--- src/rtl/mac_serial_accumulator.sv ---
// Serial shift-and-add multiply-accumulate unit.
// Computes a*b (unsigned) one multiplier bit per cycle. It then adds the
// product into a running accumulator, which either wraps or saturates on
// overflow.
// Ports:
//   clk      - clock, rising edge
//   rst      - asynchronous active-high reset
//   start    - request an operation (sampled only while idle)
//   clear    - zero accumulator and overflow flag
//   a, b     - multiplicand / multiplier, latched on an accepted start
//   busy     - operation in flight
//   done     - one-cycle pulse when acc has been updated
//   acc      - running accumulator
//   overflow - sticky flag, set when an accumulate exceeds the acc range
module mac_serial_accumulator #(
    parameter int unsigned A_WIDTH   = 8,
    parameter int unsigned B_WIDTH   = 4,
    parameter int unsigned ACC_WIDTH = 16,
    parameter int unsigned SATURATE  = 0
) (
    input  logic                 clk,
    input  logic                 rst,
    input  logic                 start,
    input  logic                 clear,
    input  logic [A_WIDTH-1:0]   a,
    input  logic [B_WIDTH-1:0]   b,
    output logic                 busy,
    output logic                 done,
    output logic [ACC_WIDTH-1:0] acc,
    output logic                 overflow
);

    localparam int unsigned P_WIDTH   = A_WIDTH + B_WIDTH;
    localparam int unsigned CNT_WIDTH = (B_WIDTH > 1) ? $clog2(B_WIDTH) : 1;
    localparam int unsigned SUM_WIDTH = ACC_WIDTH + 1;
    localparam logic [CNT_WIDTH-1:0] LAST_BIT = CNT_WIDTH'(B_WIDTH - 1);

    typedef enum logic [1:0] {IDLE, MUL, ACC} state_t;

    state_t                 state;
    logic [A_WIDTH-1:0]     a_reg;
    logic [B_WIDTH-1:0]     b_reg;
    logic [P_WIDTH-1:0]     product;
    logic [CNT_WIDTH-1:0]   count;

    logic [B_WIDTH-1:0]     b_shift;
    logic [P_WIDTH-1:0]     partial;
    logic [ACC_WIDTH-1:0]   base;
    logic [SUM_WIDTH-1:0]   sum;

    // Current partial product: a shifted to the weight of the multiplier bit being processed
    assign b_shift = b_reg >> count;
    assign partial = b_shift[0] ? (P_WIDTH'(a_reg) << count) : '0;

    // One extra bit on the sum captures the carry that signals overflow
    assign base = clear ? '0 : acc;
    assign sum  = {1'b0, base} + SUM_WIDTH'(product);

    // Control FSM and datapath
    always_ff @(posedge clk or posedge rst) begin
        if (rst) begin
            state    <= IDLE;
            a_reg    <= '0;
            b_reg    <= '0;
            product  <= '0;
            count    <= '0;
            busy     <= 1'b0;
            done     <= 1'b0;
            acc      <= '0;
            overflow <= 1'b0;
        end else begin
            done <= 1'b0;
            case (state)
                IDLE: begin
                    if (clear) begin
                        acc      <= '0;
                        overflow <= 1'b0;
                    end
                    if (start) begin
                        a_reg   <= a;
                        b_reg   <= b;
                        product <= '0;
                        count   <= '0;
                        busy    <= 1'b1;
                        state   <= MUL;
                    end
                end
                MUL: begin
                    if (clear) begin
                        acc      <= '0;
                        overflow <= 1'b0;
                    end
                    product <= product + partial;
                    count   <= count + CNT_WIDTH'(1);
                    if (count == LAST_BIT) begin
                        state <= ACC;
                    end
                end
                ACC: begin
                    // With clear the base is zero, so the sum cannot overflow and the flag clears
                    if (sum[ACC_WIDTH]) begin
                        overflow <= 1'b1;
                        acc      <= (SATURATE != 0) ? '1 : sum[ACC_WIDTH-1:0];
                    end else begin
                        overflow <= clear ? 1'b0 : overflow;
                        acc      <= sum[ACC_WIDTH-1:0];
                    end
                    done  <= 1'b1;
                    busy  <= 1'b0;
                    state <= IDLE;
                end
                default: begin
                    state <= IDLE;
                end
            endcase
        end
    end

endmodule

--- config.mk ---
export PLATFORM = sky130hd
export DESIGN_NAME = mac_serial_accumulator
export DESIGN_NICKNAME = d
export VERILOG_FILES = /design/src/rtl/mac_serial_accumulator.sv
export SDC_FILE = /design/constraint.sdc
export NUM_CORES = 1
export LEC_CHECK = 0
export ABC_AREA = 1
export BUFFER_PORTS_ARGS = -buffer_cell sky130_fd_sc_hd__buf_2
export CORE_MARGIN = 2
export CORE_UTILIZATION = 45
export CTS_CLUSTER_SIZE = 20
export DETAILED_ROUTE_END_ITERATION = 16
export PLACE_DENSITY_LB_ADDON = 0.12
export SETUP_SLACK_MARGIN = 0.3
export SLEW_MARGIN = 15
export SYNTH_ARGS = -nofsm -noshare
export SYNTH_HDL_FRONTEND = slang
export SYNTH_SLANG_ARGS = --single-unit
--- constraint.sdc ---
create_clock -name clk -period 2.3 [get_ports clk]
set_input_delay 0.115 -clock clk [delete_from_list [all_inputs] [get_ports clk]]
set_output_delay 0.115 -clock clk [all_outputs]
set_load 0.01 [all_outputs]
# After elaboration in Yosys (flattened, before gate mapping)
# Cells that the tools add are included.
# W data, S select, Z words.
[word_totals] register_bits=47 inputBits=16 output_inout_bits=19 word_cells=44
[classes] add_sub_neg=3 eq_ne=5 shifts=2 n_mux=16 n_reduce_logical=9
[ops] cell="$pmux W16 S2" count=1
[ops] cell="$mux W12" count=2
[ops] cell="$pmux W12 S2" count=1
[ops] cell="$add A16 B12 Y17" count=1
[ops] cell="$mux W16" count=1
[ops] cell="$add A12 B12 Y12" count=1
[ops] cell="$shl A8 B2 Y12" count=1
[ops] cell="$pmux W2 S2" count=2
[ops] cell="$reduce_and A2 Y1" count=4
[ops] cell="$mux W2" count=3
[ops] cell="$reduce_bool A2 Y1" count=3
[ops] cell="$eq A2 B2 Y1 const B" count=2
[ops] cell="$mux W1" count=4
[ops] cell="$ne A2 B2 Y1 const B" count=2
[ops] cell="$pmux W1 S2" count=2
[ops] cell="$shr A4 B2 Y1" count=1
[ops] cell="$add A2 B1 Y2 const B" count=1
[ops] cell="$eq A2 B1 Y1 const B" count=1
[ops] cell="$logic_not A2 Y1" count=1
[ops] cell="$reduce_or A2 Y1" count=1

# Depth between registers and ports, before layout
# Gate-level depths: netlist of the first run.
[logic_depth] ltp_word=4 depth_mapped=18 depth_no_buf=17

# Worst setup path before layout of the first run
# No wires, ideal clock.
[synth_timing] path_type="register to register" from="reg count[1]" to="reg product[11]" setup_time_ns=0.113 arrival_ns=1.962 required_time_ns=2.187 slack_ns=0.225 stages_incl_launch_ff=17 n_path_buf=1 period_less_slack_ns=2.075 cell_sequence="dfrtp_1 buf_4 inv_2 a21oi_1 o21ai_1 nand2_1 o21ai_0 inv_1 ha_1 nand2_1 nand3_1 nand3_1 nand3_1 nand2_1 nand2_1 nand2_1 inv_1"
[synth_via] elab_chain_cells=4 elab_cells_between_ends=5 classes_between="add/sub: 1; shift: 2; mux: 2"
[synth_lines] element="from (decl)" line="44" text="logic [CNT_WIDTH-1:0] count;"
[synth_lines] element="from (signal assigned)" line="94" text="count <= count + CNT_WIDTH'(1);"
[synth_lines] element="$shl A8 B2 Y12 or $shr A4 B2 Y1 (tied branches)" line="53, 52"
[synth_lines] element="$mux W12 (*)" line="53" text="assign partial = b_shift[0] ? (P_WIDTH'(a_reg) << count) : '0;"
[synth_lines] element="$add A12 B12 Y12 (*)" line="93" text="product <= product + partial;"
[synth_lines] element="$pmux W12 S2 (*)" line="73" text="case (state)"
[synth_lines] element="to (signal assigned)" line="93"
[synth_lines] element="to (decl)" line="43" text="logic [P_WIDTH-1:0] product;"
# Every way passes the cells marked *; elsewhere a longest branch is shown, timed or not.
# A chain may end at the register's enable or synchronous reset.

# Worst setup path after layout of the first run
[layout_timing] from="reg count[0]" to="reg product[8]"
# The elaborated chain is that of the path after synthesis.

==> flow_summary_export.csv, run 1 <==
group,metric,value,unit
status,status,"finished clean",
drt,ant_nets,0,
placement,dp.cells,652,
global_route,grt_first_pass_wirelength,14.7,mm
drt,routed_wl,8.78,mm
logic_synthesis,ys_seq_area_share,34.0,%
finish,stdcell_count,668,
floorplanning,die_x,91.7,um
finish,n_antenna_cell,0,
placement,hpwlAfterDp,6.88,mm
logic_synthesis,synth_xor_xnor_area_share,1.01,%
logic_synthesis,synth_common_cells,"nand2_1, inv_1, nor2_1, dfrtp_1, o21ai_0",
logic_synthesis,ys_ff_latch,47,
drt,num_vias,3326,
global_route,grt_max_degree,23,
logic_synthesis,yosys.cell_count.top_type,"nand2_1",
global_route,overflow,0,
logic_synthesis,syn_inst,511,
finish,fin_nets,610,
logic_synthesis,synth_fa_ha_area_share,9.84,%
finish,largest_reg_flops,16,
logic_synthesis,synth_area,3460,um^2
floorplanning,io_pins,35,
logic_synthesis,synth-compound-area-share,11.9,%
floorplanning,start_util,47.2,%
logic_synthesis,synthSimpleGateAreaFrac,31.2,%
logic_synthesis,yosys.area.top_type,"dfrtp_1",
logic_synthesis,syn-num-nets,553,
power,p_total,6230,uW
floorplanning,fp.dieH,91.7,um
logic_synthesis,ys_warn_count,0,
global_route,antenna_found_initial,0,
setup_path,critical_path_class,"register to register",
logic_synthesis,synth_top_area_share,34.0,%
placement,gp_congestion,0.911,
logic_synthesis,synth_ff_type,"dfrtp_1",
drt,drt_iter0_markers,109,
sta,grt_setup_unrepaired,"yes",
finish,fill_cells,687,
logic_synthesis,async_reset_ff_share,100,%
sta,setup_violations,0,
power,ir_drop,777,uV
clock_network,clk_pin_slew_worst_paths,0.10,ns
sta,worstMarginPinSlew,0.398,ns
setup_path,worstSetupStartpointType,"register",
logic_synthesis,avgSynthCellArea,6.77,um^2
sta,period_share,92.2,%
drt,drt_drc_violations_left,0,
sta,fmax,472,MHz
floorplanning,fp.coreArea,7330,um^2
logic_synthesis,muxShareOfSynthArea,0.977,%
clock_network,clock_sinks,47,
sta,finalSetupTns,0,ns
setup_path,critPathMaxFanout,7,
finish,synthToLayoutAreaGrowth,25.1,%
sta,min_period,2.12,ns
clock_network,htree_levels,2,
floorplanning,die_area,8400,um^2
global_route,grt_pass1_vias,3181,
setup_path,end_kind,"register",
setup_path,cp.required,2.50,ns
clock_network,cts_tree,"done",
placement,numPortBuffers,34,
drt,dr.pass1.iters,4,
finish,final_util,59.0,%
floorplanning,row_count,31,
logic_synthesis,synth_edf_count,0,
power,p_leak,0.00229,uW
clock_network,worstSkewPairLatency,0.31,ns
logic_synthesis,synth_top_family_by_area,"simple AND/OR/NAND/NOR gates",
drt,viasPerCell,4.98,
power,powerDensity,1440,nW/um^2
clock_network,clock_path_buffers,2,
global_route,grt_usage,21.8,%
run,cap_viol_max_count,0,
clock_network,cts_buffers,5,
logic_synthesis,ys_top_cells_by_area,"dfrtp_1, nand2_1, inv_1",
clock_network,clock-root-buffer,"clkbuf_8",
sta,final_max_slew_viol_count,0,
min_path,hold_path.class,"primary input to register",
sta,skew,0.00987,ns
drt,avgRoutedWirePerCell,13.1,um
setup_path,cp.arrival,2.32,ns
finish,drive_gt1_share,24.8,%
sta,max_slew_margin,73.4,%
logic_synthesis,synth_cell_type_count,33,
sta,hold_viol_final,0,
## cell type report
cell class / count / area, um^2 / area share [%]
Clock buffer: 5 / 68.8 / 1.59
Clock inverter: 3 / 46.3 / 1.07
Inverter: 88 / 330 / 7.64
Multi-Input combinational cell: 367 / 2190 / 50.6
Sequential cell: 47 / 1180 / 27.2
Tap cell: 99 / 124 / 2.86
Timing Repair Buffer: 59 / 390 / 9.03
## path summary, 6_finish.rpt
| check | start | end | slack (ns) | depth (start not counted) |
|---|---|---|---|---|
| max | count[0] | product[8] | 0.18 | 11 |
| min | b[2] | b_reg[2] | 0.03 | 2 |
| max reg2reg | count[0] | product[8] | 0.18 | 11 |
| min reg2reg | busy | busy | 0.48 | 2 |
| max in group asynchronous | rst | count[0] | 1.40 | 4 |
| min in group asynchronous | rst | b_reg[3] | 0.33 | 3 |
## layout by cell type, fill, tap and decap left out, types with 7 or more instances in the layout
master | synthesis | routed
a21oi_1 | 27 | 22
dfrtp_1 | 47 | 46
buf_2 | 6 | 34
o21ai_2 | 1 | 8
nor2_1 | 67 | 59
ha_1 | 24 | 15
o21ai_1 | 4 | 10
inv_2 | 7 | 11
nand3_1 | 34 | 28
nand3_2 | 3 | 9
nand2_1 | 133 | 126
nor2_2 | 2 | 8
inv_1 | 81 | 77
nand2_2 | 3 | 8
o21ai_0 | 35 | 19
buf_4 | 1 | 22
ha_4 | 0 | 7
## cells by family after synthesis
family,after synthesis
buffers and inverters,97
adder cells (fa/ha/maj),26
AO/OA/AOI/OAI,77
XOR/XNOR,4
flip-flops,47
AND/OR/NAND/NOR,257
multiplexers,3
## per-layer routing
metal | global-route usage, % | part of all wire, % | up-vias
li1 | - | - | 1727
met1 | 25.7 | 43 | 1518
met2 | 40.7 | 52 | 63
met3 | 2.79 | 3.0 | 18
met4 | 6.94 | 2.4 | 0
met5 | 0 | 0 | -
## worst max-delay path, stage by stage (launching register included)
cell and delay [ns]:
dfrtp_2 0.50, buf_4 0.18, o21ai_4 0.15, nand2_4 0.10, o21ai_1 0.09, inv_1 0.08, ha_4 0.31, nand3_1 0.10
nand3_2 0.10, nand4_1 0.13, a21oi_1 0.18, o21ai_1 0.09
## metrics by stage
stage                     hold WS, ns  setup WS, ns  instance area (um^2)
final                          0.0333         0.180                  4330
after global routing           0.0295        0.0257                  4330
after CTS                      0.0267         0.208                  4160
after detailed placement        0.125       -0.0334                  3910
after global placement          0.123       -0.0147                  3910
after floorplan                 0.265         0.302                  3530
## power breakdown
part	switching [uW]	internal, uW
sequential	305	1120
clock	308	328
combinational	2400	1770
## repair_timing
action | 4_1_cts | 5_1_grt
pin swaps | 6 | 9
hold endpoints to repair | 16 | 0
hold buffers | 1 | 0
setup endpoints to repair | 13 | 13
cloned | 0 | 1
setup buffers | 1 | 5
resized for setup | 41 | 29
Power figures use the tool's default switching activity.
==> inputs of run 2 (changes only) <==
--- a/config.mk
+++ b/config.mk
@@ -11,7 +11,7 @@
 export CORE_UTILIZATION = 45
 export CTS_CLUSTER_SIZE = 20
 export DETAILED_ROUTE_END_ITERATION = 16
-export PLACE_DENSITY_LB_ADDON = 0.12
+export PLACE_DENSITY = 0.6
 export SETUP_SLACK_MARGIN = 0.3
 export SLEW_MARGIN = 15
 export SYNTH_ARGS = -nofsm -noshare
==> flow_summary_export.csv, run 2 (synthesis gave the netlist of run 1 again) <==
group,metric,value,unit
drt,num_vias,3451,
clock_network,clock-root-buffer,"clkbuf_8",
placement,gp_congestion,0.919,
clock_network,worstSkewPairLatency,0.32,ns
finish,fin_nets,613,
global_route,grt_first_pass_wirelength,15.7,mm
clock_network,cts_tree,"done",
floorplanning,io_pins,35,
drt,routed_wl,9.66,mm
placement,hpwlAfterDp,6.83,mm
global_route,antenna_found_initial,0,
sta,timing.hold.ws,0.0312,ns
finish,largest_reg_flops,16,
clock_network,clock_sinks,47,
clock_network,htree_levels,2,
floorplanning,die_x,91.7,um
sta,skew,0.00809,ns
setup_path,end_kind,"register",
min_path,hold_path.class,"primary input to register",
global_route,grt_pass1_vias,3322,
finish,drive_gt1_share,29.5,%
sta,worstMarginPinSlew,0.404,ns
drt,drt_drc_violations_left,0,
finish,n_antenna_cell,0,
sta,fmax,451,MHz
clock_network,clk_pin_slew_worst_paths,0.10,ns
floorplanning,fp.dieH,91.7,um
global_route,grt_max_degree,26,
drt,dr.pass1.iters,5,
clock_network,clock_path_buffers,2,
placement,post_dp_cell_area,3840,um^2
drt,drt_iter0_markers,165,
drt,top_layer_used,"met4",
setup_path,cp.arrival,2.47,ns
sta,grt_setup_unrepaired,"yes",
sta,period_share,96.5,%
power,ir_drop,1230,uV
floorplanning,fp.coreArea,7330,um^2
drt,viasPerCell,5.14,
floorplanning,die_area,8400,um^2
sta,max_slew_margin,73.0,%
drt,wl_met2,4.92,mm
drt,met3WireLength,204,um
drt,ant_nets,0,
status,status,"finished clean",
floorplanning,row_count,31,
drt,avgRoutedWirePerCell,14.4,um
power,p_leak,0.00238,uW
global_route,grt_usage,23.5,%
global_route,overflow,0,
finish,layout_commonest_cell,"nand2_1",
finish,layout_common_cells,"nand2_1, inv_1, nor2_1",
clock_network,cts_buffers,5,
sta,hold_viol_final,0,
setup_path,worstSetupStartpointType,"register",
floorplanning,start_util,47.2,%
sta,final_max_slew_viol_count,0,
drt,drt-met1-wl,4.43,mm
finish,fill_cells,651,
power,powerDensity,1520,nW/um^2
finish,synthToLayoutAreaGrowth,31.7,%
setup_path,critPathMaxFanout,5,
sta,min_period,2.22,ns
placement,numPortBuffers,34,
setup_path,cp.required,2.55,ns
sta,setup_violations,0,
finish,stdcell_area,4550,um^2
setup_path,critical_path_class,"register to register",
run,cap_viol_max_count,0,
## run 2: final timing paths
kind                          start           to  slack, ns  cells after the start
max in group asynchronous       rst       acc[0]       1.52                      4
min in group asynchronous       rst     a_reg[7]       0.22                      3
hold / removal                 b[0]     b_reg[0]       0.03                      2
setup / recovery           count[0]  product[10]       0.08                     12
setup reg to reg           count[0]  product[10]       0.08                     12
hold reg to reg                busy         busy       0.48                      2
## run 2: layout make-up
| class | instances | area [um^2] | area share (%) |
|---|---|---|---|
| clock buffers | 6 | 82.6 | 1.81 |
| clock inverters | 2 | 38.8 | 0.852 |
| inverters | 88 | 330 | 7.25 |
| multi-input cells | 367 | 2350 | 51.6 |
| flip-flops and latches | 47 | 1180 | 25.9 |
| well taps | 99 | 124 | 2.72 |
| repair buffers | 62 | 450 | 9.89 |
## run 2: routing by layer
metal | GRT usage [%] | vias to the layer above
met4 | 6.19 | 0
li1 | - | 1743
met2 | 42.5 | 53
met1 | 29.6 | 1648
met3 | 2.96 | 7
met5 | 0 | -
## run 2: timing repair
item | in CTS | in global routing
endpoints found under the hold margin | 32 | 0
hold buffers | 1 | 0
resized for setup | 74 | 45
pin swaps | 20 | 19
setup endpoints to repair | 12 | 13
gates cloned | 2 | 0
buffers inserted | 9 | 6
## run 2: through the flow
stage,total power [uW],cells,setup WS [ns],TNS [ns],utilization (%)
final,6920,671,0.0815,0,62.1
after global routing,7440,671,-0.0621,-0.135,62.1
after CTS,6390,665,0.204,0,59.1
after detailed placement,4650,645,0.0259,0,52.4
after global placement,4610,645,0.0134,0,52.4
after floorplan,3820,511,0.302,0,-
## run 2: worst max-delay path, cell delays in order (launching register included)
cell and delay, ns:
dfrtp_2 0.45, buf_4 0.17, a21oi_4 0.18, o21ai_2 0.12, buf_4 0.15, nor2_2 0.11
ha_1 0.30, a21o_1 0.22, nor2_2 0.12, nand3_2 0.10, nand2_1 0.06, nand2_1 0.05
o21ai_1 0.11
## run 2: where the power goes
group	internal (uW)	leakage [uW]	switching [uW]
logic	2050	0.00172	2750
clock network	359	0.0000618	335
registers	1120	0.000594	312
==> inputs of run 3 (changes only) <==
--- a/config.mk
+++ b/config.mk
@@ -7,11 +7,13 @@
 export LEC_CHECK = 0
 export ABC_AREA = 1
 export BUFFER_PORTS_ARGS = -buffer_cell sky130_fd_sc_hd__buf_2
+export CORE_ASPECT_RATIO = 0.9
 export CORE_MARGIN = 2
 export CORE_UTILIZATION = 45
 export CTS_CLUSTER_SIZE = 20
 export DETAILED_ROUTE_END_ITERATION = 16
 export PLACE_DENSITY = 0.6
+export REMOVE_ABC_BUFFERS = 1
 export SETUP_SLACK_MARGIN = 0.3
 export SLEW_MARGIN = 15
 export SYNTH_ARGS = -nofsm -noshare
==> flow_summary_export.csv, run 3 (synthesis gave the netlist of run 1 again) <==
group,metric,value,unit
min_path,hold_end,"b_reg[0]",
floorplanning,row_count,30,
global_route,antenna_found_initial,0,
setup_path,worstSetupStartpointType,"register",
power,ir_drop,650,uV
placement,hpwlAfterDp,6.93,mm
global_route,grt_pass1_vias,3205,
clock_network,clk_pin_slew_worst_paths,0.09,ns
drt,routed_wl,9.43,mm
sta,timing.hold.ws,0.0258,ns
power,power.share.switching,48.0,%
min_path,hold_path.class,"primary input to register",
floorplanning,fp.coreArea,7510,um^2
setup_path,reg2regPathDepth,12,
min_path,whs_path_depth,2,
placement,numPortBuffers,34,
placement,post_dp_cell_area,3890,um^2
finish,largest_reg_flops,16,
drt,num_vias,3404,
floorplanning,io_pins,35,
clock_network,clock_path_buffers,2,
clock_network,htree_levels,2,
drt,avgRoutedWirePerCell,14.0,um
finish,fin_nets,620,
sta,worstMarginPinSlew,0.386,ns
sta,max_slew_margin,74.2,%
power,pwr-share-seq,21.0,%
global_route,grt_usage,23.8,%
sta,final_max_slew_viol_count,0,
finish,drive_gt1_share,29.9,%
drt,ant_nets,0,
sta,skew,0.00613,ns
placement,gp_congestion,0.922,
finish,layout_commonest_cell,"nand2_1",
setup_path,end_kind,"register",
placement,dp.cells,656,
status,status,"finished clean",
setup_path,cp.arrival,2.41,ns
drt,dr.pass1.iters,5,
setup_path,rr_endpoint,"product[8]",
sta,fmax,463,MHz
clock_network,clock-root-buffer,"clkbuf_8",
finish,stdcell_count,675,
setup_path,critPathMaxFanout,5,
floorplanning,die_x,96.4,um
setup_path,regToRegSetupSlack,0.14,ns
sta,grt_setup_unrepaired,"yes",
setup_path,critical_path_class,"register to register",
finish,synthToLayoutAreaGrowth,30.2,%
drt,viasPerCell,5.04,
floorplanning,fp.dieH,87.2,um
drt,drt_drc_violations_left,0,
finish,layout_common_cells,"nand2_1, inv_1, nor2_1",
sta,finalSetupTns,0,ns
min_path,hp-start,"b[0]",
global_route,overflow,0,
power,p_comb_share,68.9,%
finish,final_util,60.0,%
finish,stdcell_area,4500,um^2
clock_network,cts_buffers,5,
finish,n_antenna_cell,0,
sta,period_share,94.0,%
power,powerDensity,1480,nW/um^2
power,pwr-share-clk,10.1,%
floorplanning,die_area,8400,um^2
clock_network,worstSkewPairLatency,0.32,ns
drt,drt_iter0_markers,163,
run,cap_viol_max_count,0,
sta,min_period,2.16,ns
floorplanning,start_util,46.1,%
setup_path,reg2reg_from,"count[0]",
sta,hold_viol_final,0,
global_route,grt_max_degree,22,
clock_network,cts_tree,"done",
clock_network,clock_sinks,47,
power,p_leak,0.00236,uW
global_route,grt_first_pass_wirelength,15.5,mm
power,p_sw,3210,uW
sta,setup_violations,0,
setup_path,cp.required,2.55,ns
power,p_int,3480,uW
## run 3: cell count changes in the layout (fill, tap and decap cells not counted), moves of 6 or more
| cell | previous run | this run |
|---|---|---|
| nand2_1 | 114 | 122 |
| o21ai_1 | 16 | 8 |
| nand2_2 | 17 | 11 |
| o21ai_2 | 4 | 13 |
| buf_4 | 21 | 29 |
## run 3: power by group through the flow
| stage | Clock (uW) | Combinational [uW] | Sequential (uW) |
|---|---|---|---|
| CTS | 683 | 3820 | 1430 |
| global placement | 0 | 3260 | 1370 |
| detailed placement | 0 | 3310 | 1380 |
| finish | 673 | 4610 | 1410 |
| floorplan | 0 | 2200 | 1350 |
| global route | 719 | 5100 | 1440 |
## run 3: how the worst max path moves through the flow
stage | startpoint | endpoint | slack, ns | cells past startpoint
after floorplan | count[0] | product[11] | 0.07 | 14
after global placement | count[0] | product[10] | -0.20 | 12
after detailed placement | count[0] | product[10] | -0.28 | 12
after CTS | count[0] | product[10] | 0.18 | 15
after global routing | count[0] | product[11] | 0.02 | 14
final | count[0] | product[8] | 0.14 | 12
## run 3: through the flow
step                      power (uW)  setup WS [ns]
after detailed placement        4690         -0.277
after CTS                       5930          0.176
after floorplan                 3540         0.0734
final                           6690          0.139
after global placement          4630         -0.199
after global routing            7250         0.0191
## run 3: critical path, cell delays in order (launching register included)
cell and delay (ns):
dfrtp_2 0.43, buf_6 0.14, clkbuf_16 0.15, buf_4 0.13, nor3_2 0.16, ha_2 0.22, fa_2 0.22, nand3_2 0.10
nand3_4 0.10, nand4_1 0.16, nand3_1 0.13, nand2_1 0.05, o21ai_1 0.11
## run 3: repair_timing
item	4_1_cts	5_1_grt
cloned	0	1
hold endpoints to repair	16	0
setup buffers	2	7
pin swaps	6	19
endpoints found under the setup margin	14	15
resized for setup	42	70
hold buffers	1	0
## run 3: metal layers
metal  vias up  routed length (um)  global-route usage, %
li1       1746                   -                      -
met1      1575                4620                   34.9
met2        73                4370                   37.1
met3        10                 340                   3.20
met4         0                 101                   5.89
met5         -                   0                      0
## run 3: layout make-up
class / count / area [um^2]
repair buffers: 69 / 477
clock buffers: 6 / 82.6
multi-input cells: 367 / 2280
flip-flops and latches: 47 / 1180
inverters: 88 / 330
fillers: 732 / 3000
well taps: 96 / 120
clock inverters: 2 / 35.0
